===== src/rtl/mileage_pkg.sv =====
// Shared definitions for the mileage accumulator: FSM encoding, record
// width, default saturation ceiling and the BCD digit increment helper.
package mileage_pkg;

  typedef enum logic [1:0] {
    ST_OFF  = 2'd0,
    ST_STOP = 2'd1,
    ST_MOVE = 2'd2
  } state_e;

  localparam int RECORD_W           = 27;
  localparam int DEFAULT_MAX_RECORD = 99_999_999;

  // Next value of a single decimal digit, wrapping 9 -> 0.
  function automatic logic [3:0] bcd_inc(input logic [3:0] d);
    logic [3:0] r;
    if (d >= 4'd9) begin
      r = 4'd0;
    end else begin
      r = d + 4'd1;
    end
    return r;
  endfunction

endpackage


===== src/rtl/mileage_accumulator_bcd_digit_cnt.sv =====
// One decimal digit of the ripple BCD mileage counter. Only built when
// MILEAGE_BCD_EN is defined; the default build has no BCD logic at all.
`ifdef MILEAGE_BCD_EN
module bcd_digit_cnt
  import mileage_pkg::*;
(
  input  logic       clk,
  input  logic       rst_n,
  input  logic       inc_in,
  output logic [3:0] digit,
  output logic [3:0] digit_unused_guard,
  output logic       carry_out
);

  logic [3:0] digit_r;

  // Digit register: advances by one (wrapping 9 -> 0) when incremented.
  always_ff @(posedge clk or negedge rst_n) begin
    if (!rst_n) begin
      digit_r <= 4'd0;
    end else if (inc_in) begin
      digit_r <= bcd_inc(digit_r);
    end else begin
      digit_r <= digit_r;
    end
  end

  assign digit              = digit_r;
  assign digit_unused_guard = digit_r;
  assign carry_out          = inc_in && (digit_r == 4'd9);

endmodule
`endif


===== src/rtl/mileage_accumulator.sv =====
// Mileage accumulator: OFF/STOP/MOVE vehicle FSM, distance prescaler,
// saturating 27-bit record and one-cycle unit pulse.
// Optional feature macro: MILEAGE_BCD_EN (maintains record_bcd as an
// 8-digit BCD counter; otherwise record_bcd is tied to zero).
module mileage_accumulator
  import mileage_pkg::*;
#(
  parameter int TICK_DIV   = 100_000_000,
  parameter int MAX_RECORD = DEFAULT_MAX_RECORD
) (
  input  logic                clk,
  input  logic                rst_n,
  input  logic                power_now,
  input  logic                throttle,
  input  logic                brake,
  output logic [RECORD_W-1:0] record,
  output logic [31:0]         record_bcd,
  output logic                unit_tick,
  output logic                moving,
  output logic                sat
);

  localparam int                  PRESC_W    = (TICK_DIV > 2) ? $clog2(TICK_DIV) : 1;
  localparam logic [PRESC_W-1:0]  PRESC_LAST = PRESC_W'(TICK_DIV - 1);
  localparam logic [RECORD_W-1:0] REC_MAX    = RECORD_W'(MAX_RECORD);

  state_e              state_r;
  state_e              state_nxt_s;
  logic [PRESC_W-1:0]  prescaler_r;
  logic [PRESC_W-1:0]  prescaler_nxt_s;
  logic [RECORD_W-1:0] record_r;
  logic [RECORD_W-1:0] record_nxt_s;
  logic                unit_tick_r;
  logic                moving_r;
  logic                sat_r;
  logic                stay_move_s;
  logic                at_max_s;
  logic                inc_s;

  // Next-state logic: loss of power overrides everything, brake beats throttle.
  always_comb begin
    state_nxt_s = state_r;
    if (!power_now) begin
      state_nxt_s = ST_OFF;
    end else begin
      case (state_r)
        ST_OFF:  state_nxt_s = ST_STOP;
        ST_STOP: begin
          if (throttle && !brake) begin
            state_nxt_s = ST_MOVE;
          end else begin
            state_nxt_s = ST_STOP;
          end
        end
        ST_MOVE: begin
          if (brake || !throttle) begin
            state_nxt_s = ST_STOP;
          end else begin
            state_nxt_s = ST_MOVE;
          end
        end
        default: state_nxt_s = ST_OFF;
      endcase
    end
  end

  // Prescaler and increment decision: leaving MOVE drops the partial unit
  // and wins over a coincident terminal count; saturation parks the count.
  always_comb begin
    stay_move_s     = (state_r == ST_MOVE) && (state_nxt_s == ST_MOVE);
    at_max_s        = (record_r == REC_MAX);
    inc_s           = 1'b0;
    prescaler_nxt_s = prescaler_r;
    if (!stay_move_s || at_max_s) begin
      prescaler_nxt_s = '0;
    end else if (prescaler_r == PRESC_LAST) begin
      prescaler_nxt_s = '0;
      inc_s           = 1'b1;
    end else begin
      prescaler_nxt_s = prescaler_r + PRESC_W'(1);
    end
    if (inc_s) begin
      record_nxt_s = record_r + RECORD_W'(1);
    end else begin
      record_nxt_s = record_r;
    end
  end

  // State, counters and registered outputs.
  always_ff @(posedge clk or negedge rst_n) begin
    if (!rst_n) begin
      state_r     <= ST_OFF;
      prescaler_r <= '0;
      record_r    <= '0;
      unit_tick_r <= 1'b0;
      moving_r    <= 1'b0;
      sat_r       <= 1'b0;
    end else begin
      state_r     <= state_nxt_s;
      prescaler_r <= prescaler_nxt_s;
      record_r    <= record_nxt_s;
      unit_tick_r <= inc_s;
      moving_r    <= (state_nxt_s == ST_MOVE);
      sat_r       <= sat_r | (record_nxt_s == REC_MAX);
    end
  end

  assign record    = record_r;
  assign unit_tick = unit_tick_r;
  assign moving    = moving_r;
  assign sat       = sat_r;

`ifdef MILEAGE_BCD_EN
  logic [8:0]  carry_s;
  logic [31:0] guard_s;

  assign carry_s[0] = inc_s;

  for (genvar g = 0; g < 8; g++) begin : g_digit
    bcd_digit_cnt u_digit (
      .clk                (clk),
      .rst_n              (rst_n),
      .inc_in             (carry_s[g]),
      .digit              (record_bcd[4*g +: 4]),
      .digit_unused_guard (guard_s[4*g +: 4]),
      .carry_out          (carry_s[g+1])
    );
  end
`else
  assign record_bcd = 32'h0000_0000;
`endif

endmodule


===== config.mk =====
export PLATFORM = sky130hd
export DESIGN_NAME = mileage_accumulator
export DESIGN_NICKNAME = d
export VERILOG_FILES = /design/src/rtl/mileage_pkg.sv /design/src/rtl/mileage_accumulator_bcd_digit_cnt.sv /design/src/rtl/mileage_accumulator.sv
export SDC_FILE = /design/constraint.sdc
export NUM_CORES = 1
export LEC_CHECK = 0
export ABC_CLOCK_PERIOD_IN_PS = 2320
export CAP_MARGIN = 30
export CORE_MARGIN = 4
export CORE_UTILIZATION = 47
export CTS_CLUSTER_DIAMETER = 80
export DETAILED_ROUTE_END_ITERATION = 7
export PLACE_DENSITY_LB_ADDON = 0.3
export SYNTH_ARGS = -nofsm -noshare
export SYNTH_HDL_FRONTEND = slang
export SYNTH_SLANG_ARGS = --single-unit

===== constraint.sdc =====
create_clock -name clk -period 2.32 [get_ports clk]
set_input_delay 0.464 -clock clk [delete_from_list [all_inputs] [get_ports clk]]
set_output_delay 0.464 -clock clk [all_outputs]
set_load 0.02 [all_outputs]

# After elaboration in Yosys (flattened, before gate mapping)
# Index checks and enable logic that the tools add are counted.
[classes]
addsub = 2
n_eq_ne = 6
mux = 9
n_bitwise = 1
n_reduce_logical = 8
[op_table]
columns = ["cell", "count"]
rows = [
  ["$eq A27 B27 Y1 const B", 3],
  ["$mux W27", 3],
  ["$add A27 B1 Y27 const B", 2],
  ["$mux W2", 3],
  ["$pmux W2 S3", 1],
  ["$eq A2 B2 Y1 const B", 2],
  ["$logic_not A1 Y1", 3],
  ["$eq A2 B1 Y1 const B", 1],
  ["$logic_and A1 B1 Y1", 2],
  ["$logic_not A2 Y1", 1],
  ["$logic_or A1 B1 Y1", 2],
  ["$mux W1", 2],
  ["$or A1 B1 Y1", 1],
]
[totals]
regBits = 59
in_bits = 5
output_inout_bits = 62
wordCells = 32

# Longest topological paths before layout
[depth]
word_depth = 13
depth_mapped = 9
mapped_depth_nobuf = 8

# Least setup slack after synthesis
# OpenSTA, ideal clock, no wires.
[synth_path]
path_type = "register -> register"
startpoint = "reg record_r[0], in the netlist record[0]"
endpoint = "reg sat_r, in the netlist sat"
setup_ps = 66
arrival_ps = 2358
t_required_ps = 2254
slack_ps = -105
path_stages_with_launch = 9
path_buffers = 0
synth_period_minus_slack_ps = 2425
cell_sequence = "dfrtp_1 -> ha_1 -> and4_1 -> nand2_2 -> o31ai_4 -> or3_1 -> or3_4 -> a211oi_2 -> a41o_1"
[synth_between]
elab_chain_len = 6
elab_cells_between_ends = 7
classes_between = "add/sub: 1; eq/ne: 2; mux: 2; bitwise: 1; reduce/logical: 1"
[synth_lines]
columns = ["element", "line", "source"]
rows = [
  ["from (decl)", "mileage_accumulator.sv:31", "logic [RECORD_W-1:0] record_r;"],
  ["from (signal assigned)", "mileage_accumulator.sv:101", "record_r <= record_nxt_s;"],
  ["branches (longest 3 deep; another with $add A27 B1 Y27)", "n/a", ""],
  ["$mux W27 *", "mileage_accumulator.sv:82", "if (inc_s) begin"],
  ["$eq A27 B27 Y1 *", "mileage_accumulator.sv:104", "sat_r <= sat_r | (record_nxt_s == REC_MAX);"],
  ["$or A1 B1 Y1 *", "mileage_accumulator.sv:104", ""],
  ["to (signal assigned)", "mileage_accumulator.sv:104", ""],
  ["to (decl)", "mileage_accumulator.sv:35", "logic sat_r;"],
]
# Mark *: on every way between the ends.

# Worst setup path after layout
[layout_path]
startpoint = "reg prescaler_r[1]"
endpoint = "reg sat_r, in the netlist sat"
[layout_between]
elab_chain_len = 6
[layout_lines]
columns = ["element", "line", "source"]
rows = [
  ["from (decl)", "mileage_accumulator.sv:29", "logic [PRESC_W-1:0] prescaler_r;"],
  ["from (signal assigned)", "mileage_accumulator.sv:100", "prescaler_r <= prescaler_nxt_s;"],
  ["$eq A27 B27 Y1", "mileage_accumulator.sv:76", "end else if (prescaler_r == PRESC_LAST) begin"],
  ["$mux W1", "mileage_accumulator.sv:76", ""],
  ["$mux W1", "mileage_accumulator.sv:74", "if (!stay_move_s || at_max_s) begin"],
  ["$mux W27", "mileage_accumulator.sv:82", ""],
  ["$eq A27 B27 Y1", "mileage_accumulator.sv:104", ""],
  ["$or A1 B1 Y1", "mileage_accumulator.sv:104", ""],
]
# Every way passes these cells.

==> results.json <==
{
  "synthArstFlopShare": 1.000,
  "p_seq_frac": 0.511,
  "fmax_mhz": 414.8,
  "syn_inst": 353,
  "die_area_um2": 8873,
  "netlist_top_cells_area": "dfrtp_1 (42%), buf_4 (7.1%), xnor2_1 (6.3%)",
  "cts_tree": "done",
  "finalSetupTns_ns": -0.09052,
  "worst_slack_ns": -0.09052,
  "grt_max_degree": 26,
  "portBuffers": 34,
  "htree_num_levels": 3,
  "seq_area_um2": 1479,
  "met2_usage": 0.3493,
  "gp_congestion": 0.8700,
  "layout.nets": 470,
  "via_count": 2922,
  "wl_per_cell_um": 14.71,
  "cpPeakStageDelay_ns": 0.41,
  "status": "finished, violations left",
  "max_slew_margin": 0.6639,
  "tightest_slew_ns": 0.5041,
  "min_period_over_period": 1.039,
  "avgSynthCellArea_um2": 9.893,
  "required_ns": 2.61,
  "use_met3": 0.05048,
  "finalMaxSlewViolations": 0,
  "antenna_found_initial": 0,
  "detail_route.vias_per_cell": 5.163,
  "ys_ff_latch": 59,
  "dpl.hpwl_um": 6304,
  "io_pins": 67,
  "grt_pass1_vias": 2872,
  "clk_pin_slew_worst_paths_ns": 0.07,
  "fp.dieW_um": 94.20,
  "crit_arrival_ns": 2.70,
  "yosysTopAreaCell": "dfrtp_1",
  "drtIter0Drc": 102,
  "clock_latency_ns": 0.35,
  "hold_buffers": 0,
  "synth_seq_area_share": 0.4228,
  "setup_viol": 1,
  "p_per_area_nw_per_um2": 438.5,
  "drc": 0,
  "cts_root_buf": "clkbuf_8",
  "grt.total_usage": 0.1983,
  "cap_violations": 0,
  "coreArea_um2": 7253,
  "drtAntennaViolNets": 0,
  "synth.most_common_cell": "dfrtp_1",
  "p_sw_w": 0.0004902,
  "utilization": 0.6355,
  "numClockSinks": 59,
  "intPower_w": 0.001531,
  "finalWirelength_um": 8327,
  "slowest_stage": "or3_4",
  "ff2ff_path_depth": 8,
  "critical_path_class": "flop to flop",
  "n_antenna_cell": 0,
  "ys_dominant_reg_cell": "dfrtp_1",
  "fillCellCount": 613,
  "finalClockSkew_ns": 0.01423,
  "synth_top_area_frac": 0.4228,
  "ctsLongestPathBuffers": 2,
  "p_leak_nw": 2.061,
  "comb_power_share": 0.044,
  "cts_buffers": 9,
  "final_area_um2": 4609,
  "post-place-ws_ns": -0.4049,
  "min_path_type": "input pin to async pin",
  "rsz0062_at_grt": "true",
  "layout_min_cycle_time_ns": 2.411,
  "violations": "setup timing",
  "die_y_um": 94.20,
  "syn_to_final_growth_pct": 32.00,
  "clkPwrFrac": 0.445,
  "layout-drive-gt1-share": 0.2827,
  "ys_types": 57,
  "netlist_area_um2": 3492,
  "yosysWarnings": 0,
  "row_count": 31,
  "p_sw_frac": 0.2425,
  "worst_setup_path_start_kind": "flop",
  "grt-busiest-layer": "met2",
  "grt_pass1_wl_um": 13630,
  "start_util": 0.4815,
  "cp.depth": 8,
  "path_cells": "ha_2 -> nand3_2 -> nor4_4 -> nand3_1 -> or3_4 -> or3_4 -> a211oi_2 -> a41o_1",
  "place_area_um2": 4335,
  "grtUsageMet1": 0.2322,
  "firstDrtPassIters": 4,
  "overflow": 0,
  "end_kind": "flop",
  "cpLargestDelayFamily": "simple AND/OR/NAND/NOR gates",
  "multi_input_area_um2": 1858,
  "synth_edf_count": 0,
  "hold_viol": 0,
  "crit_top_cell": "or3_4",
  "path_max_fanout": 3,
  "ys_top_cells_by_count": "dfrtp_1 (59), nor2_1 (37), buf_4 (33)",
  "ir_drop_mv": 0.3771,
  "path_buf_inv": 0
}
## cell usage in the layout (no fill, tap or decap), types with 3 or more instances in the layout
master,Yosys,layout
a21oi_1,4,4
and3_1,11,11
and4_1,6,5
buf_4,33,73
buf_6,4,4
clkbuf_8,0,9
clkdlybuf4s50_1,0,32
conb_1,1,32
dfrtp_1,59,57
inv_1,5,5
nand2_1,24,23
nand3_1,26,25
nand4_1,12,12
nor2_1,37,37
nor3_1,8,8
nor4_1,8,5
nor4_2,2,4
nor4_4,2,3
nor4b_2,2,3
o21ai_0,3,3
or3_1,5,4
xnor2_1,25,25
xor2_1,25,25
## final timing paths
check,from,to,slack [ns]
worst max-delay path,prescaler_r[1],sat,-0.09
worst min-delay path,rst_n,record[19],0.07
worst max register to register,prescaler_r[1],sat,-0.09
worst min register to register,sat,sat,0.51
max in group asynchronous,rst_n,prescaler_r[7],1.54
min in group clk,sat,sat,0.51
## per-stage QoR
| step | hold WS [ns] | std cells | power, W |
|---|---|---|---|
| floorplan | 0.1684 | 384 | 0.001148 |
| CTS | 0.07561 | 563 | 0.002035 |
| global placement | 0.4389 | 548 | 0.001141 |
| global route | 0.08670 | 566 | 0.002092 |
| finish | 0.06784 | 566 | 0.002021 |
| detailed placement | 0.4454 | 548 | 0.001143 |
## flip-flops by register name (all words and copies together), names as in the netlist
register and flops:
moving 1, state_r 2, record 27, unit_tick 1, sat 1, prescaler_r 27
## worst register-to-register path, stage by stage, from the launching register on
cell	delay (ns)
dfrtp_1	0.37
ha_2	0.21
nand3_2	0.11
nor4_4	0.34
nand3_1	0.15
or3_4	0.41
or3_4	0.38
a211oi_2	0.21
a41o_1	0.17
## power groups by stage
stage                     Clock [W]  Sequential (W)  Combinational [W]
after global routing       0.000960         0.00103          0.0000991
after global placement            0         0.00105          0.0000891
final                      0.000898         0.00103          0.0000894
after detailed placement          0         0.00105          0.0000901
after CTS                  0.000912         0.00103          0.0000900
after floorplan                   0         0.00105          0.0000948
## logic make-up after synthesis
group                    synth area share
AND/OR/NAND/NOR                    0.2999
flip-flops                         0.4228
XOR/XNOR                           0.1254
buffers and inverters             0.09781
AO/OA/AOI/OAI                     0.04264
adder cells (fa/ha/maj)          0.007165
other                            0.001074
multiplexers                     0.003224
## routing by layer
layer  part of all wire  wire length [um]
met1               0.41              3382
met5                  0                 0
met4              0.016               132
met2               0.52              4336
met3              0.057               476
## cell type report
type	count	share of cell area
tap	99	0.02687
timing repair buffer	112	0.2055
multi-input combinational	276	0.4031
sequential	59	0.3208
clock inverter	5	0.01194
inverter	5	0.004072
clock buffer	10	0.02769
## what timing repair did
action / in CTS / in global routing
setup buffers: 0 / 3
resized for setup: 10 / 7
gates cloned: 0 / 0
pin swaps: 3 / 7
setup endpoints to repair: 1 / 7
(Power assumes the default switching activity.)
